<file path="config.mk">
export PLATFORM = sky130hd
export DESIGN_NAME = gcd_sched_flat
export DESIGN_NICKNAME = d
export VERILOG_FILES = /design/src/rtl/gcd_sched_if.sv /design/src/rtl/gcd_sched.sv /design/src/flat_wrapper.sv
export SDC_FILE = /design/constraint.sdc
export NUM_CORES = 1
export LEC_CHECK = 0
export BUFFER_PORTS_ARGS = -buffer_cell sky130_fd_sc_hd__buf_2
export CORE_MARGIN = 2
export CORE_UTILIZATION = 59
export CTS_CLUSTER_SIZE = 25
export DETAILED_ROUTE_END_ITERATION = 10
export GPL_TIMING_DRIVEN = 0
export PLACE_DENSITY_LB_ADDON = 0.1
export SLEW_MARGIN = 20
export SYNTH_ARGS = -nofsm -noshare
export SYNTH_HDL_FRONTEND = slang
export SYNTH_SLANG_ARGS = --single-unit
</file>
<file path="constraint.sdc">
create_clock -name clk -period 7.1 [get_ports clk]
set_clock_uncertainty 0.15 [all_clocks]
set_input_delay 1.42 -clock clk [delete_from_list [all_inputs] [get_ports clk]]
set_output_delay 1.42 -clock clk [all_outputs]
set_load 0.01 [all_outputs]
</file>
<file path="src/rtl/gcd_sched_if.sv">
// Request/response bundle for the shared GCD engine: two operand requesters and one tagged
// result channel, plus the engine busy flag.
interface gcd_sched_if #(
   parameter int unsigned W = 8
);
   logic         req0_valid;
   logic [W-1:0] req0_a;
   logic [W-1:0] req0_b;
   logic         req0_ready;
   logic         req1_valid;
   logic [W-1:0] req1_a;
   logic [W-1:0] req1_b;
   logic         req1_ready;
   logic         resp_valid;
   logic [W-1:0] resp_gcd;
   logic         resp_id;
   logic         resp_ready;
   logic         busy;

   modport slave (
      input  req0_valid, req0_a, req0_b, req1_valid, req1_a, req1_b, resp_ready,
      output req0_ready, req1_ready, resp_valid, resp_gcd, resp_id, busy
   );

   modport master (
      output req0_valid, req0_a, req0_b, req1_valid, req1_a, req1_b, resp_ready,
      input  req0_ready, req1_ready, resp_valid, resp_gcd, resp_id, busy
   );
endinterface

</file>
<file path="src/rtl/gcd_sched.sv">
// Two-requester GCD engine: round-robin admission into a subtract-based Euclid datapath,
// one pair in flight at a time, result returned tagged with the requester id.
module gcd_sched #(
   parameter int unsigned W = 8
) (
   input logic        clk,
   input logic        rst_n,
   gcd_sched_if.slave bus
);

   typedef enum logic [1:0] {StIdle, StCalc, StDone} state_e;

   state_e       state_q, state_d;
   logic [W-1:0] x_q, x_d;
   logic [W-1:0] y_q, y_d;
   logic         id_q, id_d;
   logic         ptr_q, ptr_d;
   logic [W-1:0] resp_gcd_q, resp_gcd_d;
   logic         resp_id_q, resp_id_d;
   logic         resp_valid_q, resp_valid_d;
   logic         busy_q, busy_d;

   logic grant0, grant1, idle;

   // A lone requester wins outright; under contention the pointer decides.
   assign grant0 = bus.req0_valid & (~bus.req1_valid | ~ptr_q);
   assign grant1 = bus.req1_valid & (~bus.req0_valid | ptr_q);
   assign idle   = (state_q == StIdle);

   assign bus.req0_ready = idle & rst_n & grant0;
   assign bus.req1_ready = idle & rst_n & grant1;
   assign bus.resp_valid = resp_valid_q;
   assign bus.resp_gcd   = resp_gcd_q;
   assign bus.resp_id    = resp_id_q;
   assign bus.busy       = busy_q;

   always_comb begin
      state_d    = state_q;
      x_d        = x_q;
      y_d        = y_q;
      id_d       = id_q;
      ptr_d      = ptr_q;
      resp_gcd_d = resp_gcd_q;
      resp_id_d  = resp_id_q;
      case (state_q)
         StIdle: begin
            if (bus.req0_valid && bus.req0_ready) begin
               x_d     = bus.req0_a;
               y_d     = bus.req0_b;
               id_d    = 1'b0;
               ptr_d   = 1'b1;
               state_d = StCalc;
            end else if (bus.req1_valid && bus.req1_ready) begin
               x_d     = bus.req1_a;
               y_d     = bus.req1_b;
               id_d    = 1'b1;
               ptr_d   = 1'b0;
               state_d = StCalc;
            end
         end
         StCalc: begin
            // Larger operand is always the minuend, so no underflow.
            if (y_q == '0 || x_q == y_q) begin
               resp_gcd_d = x_q;
               resp_id_d  = id_q;
               state_d    = StDone;
            end else if (x_q == '0) begin
               resp_gcd_d = y_q;
               resp_id_d  = id_q;
               state_d    = StDone;
            end else if (x_q > y_q) begin
               x_d = x_q - y_q;
            end else begin
               y_d = y_q - x_q;
            end
         end
         StDone: begin
            if (bus.resp_ready) begin
               state_d = StIdle;
            end
         end
         default: state_d = StIdle;
      endcase
      resp_valid_d = (state_d == StDone);
      busy_d       = (state_d != StIdle);
   end

   always_ff @(posedge clk) begin
      if (!rst_n) begin
         state_q      <= StIdle;
         x_q          <= '0;
         y_q          <= '0;
         id_q         <= 1'b0;
         ptr_q        <= 1'b0;
         resp_gcd_q   <= '0;
         resp_id_q    <= 1'b0;
         resp_valid_q <= 1'b0;
         busy_q       <= 1'b0;
      end else begin
         state_q      <= state_d;
         x_q          <= x_d;
         y_q          <= y_d;
         id_q         <= id_d;
         ptr_q        <= ptr_d;
         resp_gcd_q   <= resp_gcd_d;
         resp_id_q    <= resp_id_d;
         resp_valid_q <= resp_valid_d;
         busy_q       <= busy_d;
      end
   end

endmodule
</file>
<file path="src/flat_wrapper.sv">
// flat-port wrapper written by rule: the top's interface ports become plain ports
module gcd_sched_flat 
#(
   parameter int unsigned W = 8
)
  (clk, rst_n, bus_req0_valid, bus_req0_a, bus_req0_b, bus_req1_valid, bus_req1_a, bus_req1_b, bus_resp_ready, bus_req0_ready, bus_req1_ready, bus_resp_valid, bus_resp_gcd, bus_resp_id, bus_busy);
  gcd_sched_if #(.W(W)) bus_i ();
  input logic clk;
  input logic rst_n;
  input wire logic [$bits(bus_i.req0_valid)-1:0] bus_req0_valid;
  input wire logic [$bits(bus_i.req0_a)-1:0] bus_req0_a;
  input wire logic [$bits(bus_i.req0_b)-1:0] bus_req0_b;
  input wire logic [$bits(bus_i.req1_valid)-1:0] bus_req1_valid;
  input wire logic [$bits(bus_i.req1_a)-1:0] bus_req1_a;
  input wire logic [$bits(bus_i.req1_b)-1:0] bus_req1_b;
  input wire logic [$bits(bus_i.resp_ready)-1:0] bus_resp_ready;
  output wire logic [$bits(bus_i.req0_ready)-1:0] bus_req0_ready;
  output wire logic [$bits(bus_i.req1_ready)-1:0] bus_req1_ready;
  output wire logic [$bits(bus_i.resp_valid)-1:0] bus_resp_valid;
  output wire logic [$bits(bus_i.resp_gcd)-1:0] bus_resp_gcd;
  output wire logic [$bits(bus_i.resp_id)-1:0] bus_resp_id;
  output wire logic [$bits(bus_i.busy)-1:0] bus_busy;
  assign bus_i.req0_valid = bus_req0_valid;
  assign bus_i.req0_a = bus_req0_a;
  assign bus_i.req0_b = bus_req0_b;
  assign bus_i.req1_valid = bus_req1_valid;
  assign bus_i.req1_a = bus_req1_a;
  assign bus_i.req1_b = bus_req1_b;
  assign bus_i.resp_ready = bus_resp_ready;
  assign bus_req0_ready = bus_i.req0_ready;
  assign bus_req1_ready = bus_i.req1_ready;
  assign bus_resp_valid = bus_i.resp_valid;
  assign bus_resp_gcd = bus_i.resp_gcd;
  assign bus_resp_id = bus_i.resp_id;
  assign bus_busy = bus_i.busy;
  gcd_sched #(.W(W)) u_core (.clk(clk), .rst_n(rst_n), .bus(bus_i));
endmodule
</file>
==> reports/qor.yml <==
synth_edf_count: 0
synth-async-reset-ratio_pct: 0
cts_root_buffer: "clkbuf_8"
critPathRequiredTime_ns: 5.53
ioPinCount: 50
worstSetupEndpointType: "primary output"
worst_pin_slew_ns: 0.584
final_max_slew_viol_count: 0
routed_wl_mm: 5.83
crit_top_cell: "buf_2"
criticalPathCategory: "in -> out"
crit_arrival_ns: 2.86
insertion_delay_ns: 0.29
first_pass_iters: 4
core_area_um2: 3720
critical-path-top-delay-family: "buffers and inverters"
ys_ff_latch: 31
ant_nets: 0
start_kind: "primary input"
crit_buf_inv: 5
num_rows: 22
r2r_end: "u_core.x_q[2]"
max_cap_violations: 0
drc: 0
groute.usage.overall_pct: 28.4
cts_tree: "built"
clk_pin_slew_ns: 0.07
n_fill_cell: 314
crit_fanout: 10
postCtsSetupBuffers: 0
hold_end: "u_core.ptr_q"
syn_inst: 284
num_vias: 2184
syn-num-nets: 338
hpwl_mm: 4.40
yosys_warnings: 0
overflow: 0
cts-resized-gates: 0
synth.most_common_cell: "nor2_1"
ys_types: 52
synth_top_area_share_pct: 26.9
io_buffers: 48
fin_crit_sh_pct: 62.4
slowest_stage: "nor3b_1"
cts_inserted_buffers: 5
viasPerCell: 5.64
antenna_found_initial: 0
rr_worst_depth: 10
hold_viol_final: 0
hold_path_startpoint: "u_core.ptr_q"
drtIter0Drc: 130
area_growth_pct: 17.5
initial_core_util_pct: 62.1
hp-class: "reg -> reg"
layout-drive-gt1-share_pct: 22.4
hold_buffers: 0
avgSynthCellArea_um2: 8.13
yosys.area.top_type: "dfxtp_1"
yosysSeqAreaShare_pct: 26.9
r2r_start: "u_core.x_q[0]"
fin_nets: 393
cts_sinks: 31
synth_flop_cell: "dfxtp_1"
max_stage_delay_ns: 0.30
status: "complete, no violations"
die_h_um: 66.6
crit_chain: "buf_2, nor3b_1, nand3_1, buf_2, buf_2, inv_1, buf_2"
cts_buffer_depth: 2
post-route-util_pct: 73.0
dieArea_um2: 4430
grt_start_max_net_pins: 11
die_w_um: 66.6
rsz0062_at_grt: "false"
max_slew_margin_pct: 61.1
gp_congestion: 0.914
fin_crit_ns: 4.43
synth_area_leaders: "dfxtp_1 27%, ha_1 8.1%, mux2i_1 7.8%"
fmax_mhz: 226
holdPathStages: 2
htree_num_levels: 2
routedWlPerCell_um: 15.1
setup_viol: 0
antenna_cells: 0
yosys-top-cells-count: "40 x nor2_1, 31 x dfxtp_1, 23 x a21oi_1"
syn_area_um2: 2310
grt_pass1_wl_mm: 9.35
tns_ns: 0
reg2reg_slack_ns: 3.98
grt_pass1_vias: 1986
worst max path at each step:
stage	start	to	cells after the start
after floorplan	rst_n	bus_req0_ready	6
after global placement	rst_n	bus_req0_ready	7
after detailed placement	rst_n	bus_req0_ready	7
after CTS	rst_n	bus_req0_ready	7
after global routing	rst_n	bus_req0_ready	7
final	rst_n	bus_req0_ready	7
area by class of cell:
| cell class | count | area, µm² | area share [%] |
|---|---|---|---|
| Tap cell | 48 | 60.1 | 2.22 |
| Inverter | 20 | 75.1 | 2.77 |
| Timing Repair Buffer | 48 | 240 | 8.86 |
| Sequential cell | 31 | 621 | 22.9 |
| Clock inverter | 1 | 30.0 | 1.11 |
| Multi-Input combinational cell | 216 | 1490 | 55.1 |
| Clock buffer | 6 | 72.6 | 2.68 |
| Buffer | 17 | 120 | 4.43 |
cells in the final DEF (no fill, tap or decap), drive strengths merged, types with 3 or more instances in the layout:
| cell type | n |
|---|---|
| dfxtp | 31 |
| inv | 19 |
| nand3 | 4 |
| ha | 15 |
| o211ai | 6 |
| clkbuf | 11 |
| o21a | 7 |
| a211oi | 12 |
| mux2i | 18 |
| nand2b | 9 |
| nand2 | 15 |
| nand3b | 3 |
| nor2 | 41 |
| a31oi | 3 |
| nor3 | 4 |
| a21oi | 23 |
| xnor2 | 4 |
| nor4 | 3 |
| a21o | 4 |
| o21ai | 13 |
| buf | 60 |
sequential cells by signal (all words and copies together) (netlist names):
signal	cells
u_core.bus.resp_valid	1
u_core.x_q	8
u_core.bus.resp_gcd	8
u_core.id_q	1
u_core.state_q	2
u_core.ptr_q	1
u_core.bus.resp_id	1
u_core.y_q	8
u_core.bus.busy	1
routing by layer:
layer,wire (µm),track usage [%]
met4,109,10.5
met2,2720,47.5
met5,0,0
met1,2660,36.0
met3,348,5.57
tightest hold or removal path, cell delays in order (launching register included):
cell and delay (ns):
dfxtp_1 0.32, nand2_1 0.05, o21ai_0 0.06
metrics by stage:
stage	hold slack, ns	worst slack [ns]	cells	area (µm²)
floorplan	0.294	3.06	284	2310
global placement	0.312	2.68	380	2610
detailed placement	0.328	2.68	380	2610
CTS	0.340	2.67	387	2710
global route	0.373	2.46	387	2710
finish	0.340	2.67	387	2710
kinds of logic after synthesis:
| family | share of synthesized area (%) |
|---|---|
| xor+xnor | 1.90 |
| compound gates | 23.6 |
| mux | 8.78 |
| simple gates | 20.5 |
| buf+inv | 8.45 |
| flops | 26.9 |
| fa+ha+maj | 9.86 |
Power is not shown: default switching activity piles up to over one toggle a cycle in this logic, so the estimate is an artifact.
